### src/rtl/global_buffer_param.sv
// Global buffer sizing constants shared by every glb_* block.
package global_buffer_param;

    localparam int GLB_ADDR_WIDTH  = 19;
    localparam int BANK_DATA_WIDTH = 64;
    localparam int LATENCY_WIDTH   = 4;

endpackage

### src/rtl/global_buffer_pkg.sv
// Global buffer types and defaults: read requester ids, tag layout, latency clamp.
package global_buffer_pkg;

    import global_buffer_param::*;

    localparam int GLB_MAX_LATENCY = 8;

    // Tag carried down the delay line: bit 1 = valid, bit 0 = requester id.
    localparam int TAG_WIDTH = 2;

    typedef enum logic {
        RD_ST = 1'b0,
        RD_PC = 1'b1
    } rd_id_e;

    // A zero latency is meaningless for a registered bank, so it maps to 1.
    function automatic logic [LATENCY_WIDTH-1:0] clamp_latency(
        input logic [LATENCY_WIDTH-1:0] raw,
        input logic [LATENCY_WIDTH-1:0] max_lat
    );
        if (raw == '0) begin
            return LATENCY_WIDTH'(1);
        end
        if (raw > max_lat) begin
            return max_lat;
        end
        return raw;
    endfunction

endpackage

### src/rtl/glb_shift.sv
// Fixed-depth shift line with every stage exposed; taps[0] is the newest entry.
module glb_shift #(
    parameter int DATA_WIDTH = 2,
    parameter int DEPTH      = 8
) (
    input  logic                        clk,
    input  logic                        reset_n,
    input  logic                        clk_en,
    input  logic [DATA_WIDTH-1:0]       data_in,
    output logic [DEPTH*DATA_WIDTH-1:0] taps
);

    logic [DATA_WIDTH-1:0] r_stage [DEPTH];

    always_ff @(posedge clk or negedge reset_n) begin
        if (!reset_n) begin
            for (int k = 0; k < DEPTH; k++) begin
                r_stage[k] <= '0;
            end
        end else if (clk_en) begin
            r_stage[0] <= data_in;
            for (int k = 1; k < DEPTH; k++) begin
                r_stage[k] <= r_stage[k-1];
            end
        end
    end

    for (genvar g = 0; g < DEPTH; g++) begin : g_tap
        assign taps[g*DATA_WIDTH +: DATA_WIDTH] = r_stage[g];
    end

endmodule

### src/rtl/glb_core_rd_arbiter.sv
// Arbitrates stream-DMA and PC-DMA reads onto one bank port and routes the
// returning data back to whichever requester issued it.
module glb_core_rd_arbiter
    import global_buffer_param::*;
    import global_buffer_pkg::*;
#(
    parameter int ADDR_WIDTH  = GLB_ADDR_WIDTH,
    parameter int DATA_WIDTH  = BANK_DATA_WIDTH,
    parameter int MAX_LATENCY = GLB_MAX_LATENCY
) (
    input  logic                     clk,
    input  logic                     reset_n,

    input  logic                     st_rd_en,
    input  logic [ADDR_WIDTH-1:0]    st_rd_addr,
    output logic                     st_rd_gnt,

    input  logic                     pc_rd_en,
    input  logic [ADDR_WIDTH-1:0]    pc_rd_addr,
    output logic                     pc_rd_gnt,

    output logic                     bank_rd_en,
    output logic [ADDR_WIDTH-1:0]    bank_rd_addr,
    input  logic [DATA_WIDTH-1:0]    bank_rd_data,

    output logic [DATA_WIDTH-1:0]    st_rd_data,
    output logic                     st_rd_data_valid,
    output logic [DATA_WIDTH-1:0]    pc_rd_data,
    output logic                     pc_rd_data_valid,

    input  logic                     cfg_arb_mode,
    input  logic [LATENCY_WIDTH-1:0] cfg_rd_latency,
    output logic                     arb_busy
);

    logic                           w_st_req;
    logic                           w_pc_req;
    logic                           w_st_gnt;
    logic                           w_pc_gnt;
    rd_id_e                         r_last_gnt;
    logic                           r_bank_en;
    logic [ADDR_WIDTH-1:0]          r_bank_addr;
    rd_id_e                         r_issue_id;
    logic [TAG_WIDTH-1:0]           w_tag_in;
    logic [MAX_LATENCY*TAG_WIDTH-1:0] w_taps;
    logic [LATENCY_WIDTH-1:0]       w_lat;
    logic [TAG_WIDTH-1:0]           w_tag;
    rd_id_e                         w_tag_id;
    logic                           w_busy_tags;
    logic                           w_st_hit;
    logic                           w_pc_hit;

    // Requests are masked by reset so no grant can leak out while reset_n is low.
    assign w_st_req = st_rd_en & reset_n;
    assign w_pc_req = pc_rd_en & reset_n;

    always_comb begin
        w_st_gnt = 1'b0;
        w_pc_gnt = 1'b0;
        if (w_st_req && w_pc_req) begin
            if (cfg_arb_mode || (r_last_gnt == RD_ST)) begin
                w_pc_gnt = 1'b1;
            end else begin
                w_st_gnt = 1'b1;
            end
        end else begin
            w_st_gnt = w_st_req;
            w_pc_gnt = w_pc_req;
        end
    end

    assign st_rd_gnt = w_st_gnt;
    assign pc_rd_gnt = w_pc_gnt;

    always_ff @(posedge clk or negedge reset_n) begin
        if (!reset_n) begin
            r_last_gnt  <= RD_PC;
            r_bank_en   <= 1'b0;
            r_bank_addr <= '0;
            r_issue_id  <= RD_ST;
        end else begin
            r_bank_en   <= w_st_gnt | w_pc_gnt;
            r_issue_id  <= w_pc_gnt ? RD_PC : RD_ST;
            if (w_pc_gnt) begin
                r_bank_addr <= pc_rd_addr;
                r_last_gnt  <= RD_PC;
            end else if (w_st_gnt) begin
                r_bank_addr <= st_rd_addr;
                r_last_gnt  <= RD_ST;
            end else begin
                r_bank_addr <= '0;
            end
        end
    end

    assign bank_rd_en   = r_bank_en;
    assign bank_rd_addr = r_bank_addr;

    // The tag enters the line one cycle after issue, so tap L-1 lines up with
    // the data the bank returns L cycles after bank_rd_en.
    assign w_tag_in = {r_bank_en, r_issue_id};

    glb_shift #(
        .DATA_WIDTH (TAG_WIDTH),
        .DEPTH      (MAX_LATENCY)
    ) u_tag_line (
        .clk     (clk),
        .reset_n (reset_n),
        .clk_en  (1'b1),
        .data_in (w_tag_in),
        .taps    (w_taps)
    );

    assign w_lat = clamp_latency(cfg_rd_latency, LATENCY_WIDTH'(MAX_LATENCY));

    // Tags past the return tap have already been answered and do not count as busy.
    always_comb begin
        w_tag       = '0;
        w_busy_tags = 1'b0;
        for (int k = 0; k < MAX_LATENCY; k++) begin
            if (LATENCY_WIDTH'(k + 1) == w_lat) begin
                w_tag = w_taps[k*TAG_WIDTH +: TAG_WIDTH];
            end
            if (LATENCY_WIDTH'(k + 1) <= w_lat) begin
                w_busy_tags = w_busy_tags | w_taps[k*TAG_WIDTH + 1];
            end
        end
    end

    assign w_tag_id = rd_id_e'(w_tag[0]);
    assign w_st_hit = w_tag[1] & (w_tag_id == RD_ST);
    assign w_pc_hit = w_tag[1] & (w_tag_id == RD_PC);

    assign st_rd_data_valid = w_st_hit;
    assign pc_rd_data_valid = w_pc_hit;
    assign st_rd_data       = w_st_hit ? bank_rd_data : '0;
    assign pc_rd_data       = w_pc_hit ? bank_rd_data : '0;

    assign arb_busy = r_bank_en | w_busy_tags;

endmodule

### config.mk
export PLATFORM = sky130hd
export DESIGN_NAME = glb_core_rd_arbiter
export DESIGN_NICKNAME = d
export VERILOG_FILES = /design/src/rtl/global_buffer_param.sv /design/src/rtl/global_buffer_pkg.sv /design/src/rtl/glb_shift.sv /design/src/rtl/glb_core_rd_arbiter.sv
export SDC_FILE = /design/constraint.sdc
export NUM_CORES = 1
export LEC_CHECK = 0
export ABC_CLOCK_PERIOD_IN_PS = 2000
export BUFFER_PORTS_ARGS = -buffer_cell sky130_fd_sc_hd__clkbuf_2
export CORE_AREA = 2 2 102 104
export DETAILED_ROUTE_END_ITERATION = 8
export DIE_AREA = 0 0 104 106
export PLACE_DENSITY = 0.67
export SYNTH_ARGS = -nofsm -noshare
export SYNTH_HDL_FRONTEND = slang
export SYNTH_SLANG_ARGS = --single-unit
### constraint.sdc
create_clock -name clk -period 2 [get_ports clk]
set_input_delay 0.3 -clock clk [delete_from_list [all_inputs] [get_ports clk]]
set_output_delay 0.3 -clock clk [all_outputs]
set_load 0.01 [all_outputs]
## Word level (Yosys, flattened, before mapping)

Index checks and enable logic that the tools add are counted.

| word-level totals | value |
|---|---|
| register bits after elaboration | 38 |
| input bits | 111 |
| output and inout bits | 153 |
| word-level logic and storage cells | 82 |

| operators by class | value |
|---|---|
| muxes and demuxes | 34 |
| magnitude comparators | 9 |
| reduce and logical (&&, ||, !) cells | 4 |
| equality and inequality tests | 8 |
| bitwise logic cells | 15 |

Operators by type and width:

| operator | count |
|---|---|
| $mux W64 | 2 |
| $mux W19 | 2 |
| $mux W1 | 18 |
| $eq A3 B4 Y1 const A | 4 |
| $le A3 B4 Y1 const A | 4 |
| $mux W2 | 8 |
| $mux W4 | 4 |
| $or A1 B1 Y1 | 9 |
| $eq A2 B4 Y1 const A | 2 |
| $le A2 B4 Y1 const A | 2 |
| $and A1 B1 Y1 | 4 |
| $eq A1 B4 Y1 const A | 1 |
| $eq A4 B4 Y1 const A | 1 |
| $gt A4 B4 Y1 const B | 1 |
| $le A1 B4 Y1 const A | 1 |
| $le A4 B4 Y1 const A | 1 |
| $logic_not A4 Y1 | 1 |
| $not A1 Y1 | 2 |
| $reduce_bool A2 Y1 | 1 |
| $logic_and A1 B1 Y1 | 1 |
| $logic_or A1 B1 Y1 | 1 |

## Depth between registers and ports, before layout

| depth | value |
|---|---|
| depth in word-level cells | 22 |
| depth in mapped cells | 8 |
| mapped depth without buffers | 4 |

## By module

From an unflattened synthesis, not the netlist that was laid out.

| second synthesis, totals | value |
|---|---|
| cell total of the unflattened synthesis | 367 |
| area total of the unflattened synthesis | 3672.3 µm² |

Modules (own cells, without submodules):

| module | sequential area each (µm²) | times used | area an instance (µm²) | cells each |
|---|---|---|---|---|
| glb_core_rd_arbiter | 551.8 | 1 | 3022.9 | 333 |
| glb_shift | 400.4 | 1 | 649.4 | 34 |

## Worst setup path before layout

OpenSTA, ideal clock, no wires.

| path | value |
|---|---|
| path type | reg2out |
| start | register u_tag_line.r_stage (netlist bit u_tag_line.taps[9]) |
| end | output port pc_rd_data[42] |
| setup slack | -0.026 ns |
| stages on the path, launching flop included | 8 |
| arrival | 1.726 ns |
| path through | dfrtp_1 mux2_1 o2111a_1 o31a_1 buf_4 buf_6 buf_6 o211a_1 |

| on the way | value |
|---|---|
| word-level cells in the longest chain between the ends | 6 |

RTL lines:

| item | line | text |
|---|---|---|
| start, declared | glb_shift.sv:13 | `logic [DATA_WIDTH-1:0] r_stage [DEPTH];` |
| start signal, assigned by index | glb_shift.sv:23 | `r_stage[k] <= r_stage[k-1];` |
| $mux W2 (4 in a row) | glb_core_rd_arbiter.sv:121 | `if (LATENCY_WIDTH'(k + 1) == w_lat) begin` |
| $and A1 B1 Y1 | glb_core_rd_arbiter.sv:132 | `assign w_pc_hit = w_tag[1] & (w_tag_id == RD_PC);` |
| $mux W64 | glb_core_rd_arbiter.sv:137 | `assign pc_rd_data = w_pc_hit ? bank_rd_data : '0;` |
| end, declared | glb_core_rd_arbiter.sv:28 | `output logic [DATA_WIDTH-1:0] pc_rd_data,` |

Every way passes these cells.

## Final worst setup path

| path | value |
|---|---|
| start | register u_tag_line.r_stage (netlist bit u_tag_line.taps[7]) |
| end | output port st_rd_data[61] |

| on the way | value |
|---|---|
| word-level cells in the longest chain between the ends | 7 |

RTL lines:

| item | line | text |
|---|---|---|
| $mux W2 (5 in a row) | glb_core_rd_arbiter.sv:121 |  |
| $and A1 B1 Y1 | glb_core_rd_arbiter.sv:131 | `assign w_st_hit = w_tag[1] & (w_tag_id == RD_ST);` |
| $mux W64 | glb_core_rd_arbiter.sv:136 | `assign st_rd_data = w_st_hit ? bank_rd_data : '0;` |
| end, declared | glb_core_rd_arbiter.sv:26 | `output logic [DATA_WIDTH-1:0] st_rd_data,` |

Every way passes these cells.

==> run summary <==
clk sinks = 38
DR WL/cell = 16.5 um
skew final = 0.00766 ns
synth top area cells = dfrtp_1, o211a_1, and4_1, a22o_1, buf_2
RePlAce Congestion = 0.887
Power Total = 2.35 mW
synthesized area per cell = 10.2 um2
pre-CTS setup slack = -0.282 ns
Initial Util = 0.293
most frequent cells in the layout = clkbuf_2, o211a_1, and4_1, dfrtp_1, buf_4
hold crit path type = in -> async
Rows = 37
total wire length = 11400 um
Area after DPL = 4570 um2
CTS root buffer = clkbuf_8
fin nets = 665
total global-route track usage = 0.182
pwr/cell area = 482 nW/um2
VDD IR max = 0.000440 V
die height = 106 um
GR Overflow Total = 0
Final Instance Area = 4880 um2
Worst-Skew Late Latency = 0.28 ns
period utilisation layout = 1.21
first-pass GRT wire length = 16700 um
vias in the first global route = 3242
Vias = 3658
RSZ-0062 raised after global routing = yes
Max FO, Critical Path = 12
DRC Markers = 0
number of max-cap violations = 0
Final Worst Setup Slack = -0.412 ns
largest net degree at the start of global routing = 46
failing checks = setup timing
layout cells sized above 1 = 0.604
Final Slew Violations = 0
drt first pass iters = 4
CP startpoint kind = register
Synth cell types = 37
Synth Cell Area = 2930 um2
Final setup viols = 130
CTS tree = built
Leak = 3.42 nW
Min Hold Slack = 0.0973 ns
Horiz. Die Dim = 104 um
Die ar. = 11000 um2
fin crit period = 2.41 ns
Mapped Cells = 286
top-area cell type share of the netlist area = 0.317
via/cell ratio = 5.29
ant diodes = 0
initial antenna violation count = 0
f_max = 0.415 GHz
CP required = 1.70 ns
most common cell after layout, fill and taps aside = clkbuf_2
kind of critical path = reg -> out
hpwl dp = 8410 um
Layout area overhead = 66.9%
Clk pin slew, worst setup/hold paths = 0.08 ns
CTS Hold Buffers Added = 0
synth warn = 0
post-route ant nets = 0
Worst-Margin Slew = 0.587 ns
Fin. Hold Viols = 0
outcome = complete, but fails checks
PortBufs = 263
relative slew slack = 0.609
total CTS buffers = 5
register area share after synthesis = 0.325
drt initial violations = 213
Ports = 264
syn nets = 397
Longest Clk Path Bufs = 2
critical path data arrival time = 2.11 ns
Core Area = 10000 um2
H-tree Lvls = 2
leading area contributor after synthesis = dfrtp_1
#FFs+latches synth = 38
CP Capture Type = output pin
-- timing repair --
item,4_1_cts,5_1_grt
gates resized for setup,10,14
gates cloned,1,6
setup buffers,1,2
pin swaps,4,5
setup endpoints to repair,130,131
-- per-stage QoR --
step	util	instances	setup TNS [ns]
2_1_floorplan	-	286	0
3_3_place_gp	0.457	673	-23.72
3_5_place_dp	0.457	673	-26.03
4_1_cts	0.474	683	-47.76
5_1_grt	0.488	691	-54.94
6_report	0.488	691	-45.66
-- cells by family after synthesis --
family	after synthesis	share of synthesized area
buffers and inverters	54	0.0894
and+or+nand+nor	84	0.231
AOI/OAI and AO/OA	106	0.340
DFF	38	0.325
muxes	4	0.0141
-- layer usage --
metal	vias to the layer above	GRT usage	wire, um
met5	-	0	0
met3	18	0.0497	1040
met4	0	0.0627	274
met2	201	0.311	5630
met1	1724	0.221	4480
li1	1715	-	-
-- worst paths after layout --
path	slack, ns	startpoint	endpoint	cells after the start
setup / recovery	-0.41	u_tag_line.taps[7]	st_rd_data[61]	6
min in group clk	0.23	st_rd_addr[6]	bank_rd_addr[6]	2
max in group asynchronous	1.54	reset_n	r_last_gnt	2
hold reg to reg	0.36	r_issue_id	u_tag_line.taps[0]	0
setup reg to reg	0.50	r_last_gnt	bank_rd_addr[2]	3
hold / removal	0.1	reset_n	u_tag_line.taps[1]	2
-- critical path: stages, from the launching register on --
cell,delay [ns]
dfrtp_1,0.38
mux2_4,0.26
o2111a_2,0.29
o31a_4,0.41
buf_12,0.17
and4_1,0.19
clkbuf_2,0.13
-- report_power, final --
part / internal, mW / leakage, nW / switching [mW]
Clock: 0.277 / 0.0472 / 0.257
Combinational: 0.464 / 2.88 / 0.512
Sequential: 0.821 / 0.489 / 0.0216
-- cells in the mapped netlist --
library cell,number
nor4bb_1,1
a22o_1,21
buf_4,1
and2_1,1
buf_2,20
o2111a_1,1
a2111oi_4,1
nand3_1,1
buf_6,4
mux2_1,1
a22oi_1,1
dfrtp_1,37
dfstp_2,1
o22ai_1,2
nand2b_1,2
mux2i_1,3
a21oi_1,4
a32o_1,1
and3b_1,1
nor3_1,1
o211a_1,65
clkbuf_1,25
and4_1,64
o31a_1,1
nand2_1,3
a311oi_1,1
o21ai_0,3
o21a_1,2
a211oi_1,1
nand3b_1,2
inv_1,4
nor4b_1,1
nor4_1,1
o211ai_1,1
o31ai_1,1
or3b_2,1
nor2_1,5
-- registers in the layout, indices dropped and copies added, names as in the netlist --
name and count:
r_issue_id 1, u_tag_line.taps 16, bank_rd_addr 19, r_last_gnt 1, bank_rd_en 1
-- area by class of cell --
type	count	area (um2)
clock inverter	2	12.5
timing repair buffer	310	1860
multi-input combinational	195	1790
tap	136	170
fill	963	5120
inverter	4	15.0
sequential	38	952
clock buffer	6	82.6
Power figures use the tool's default switching activity.
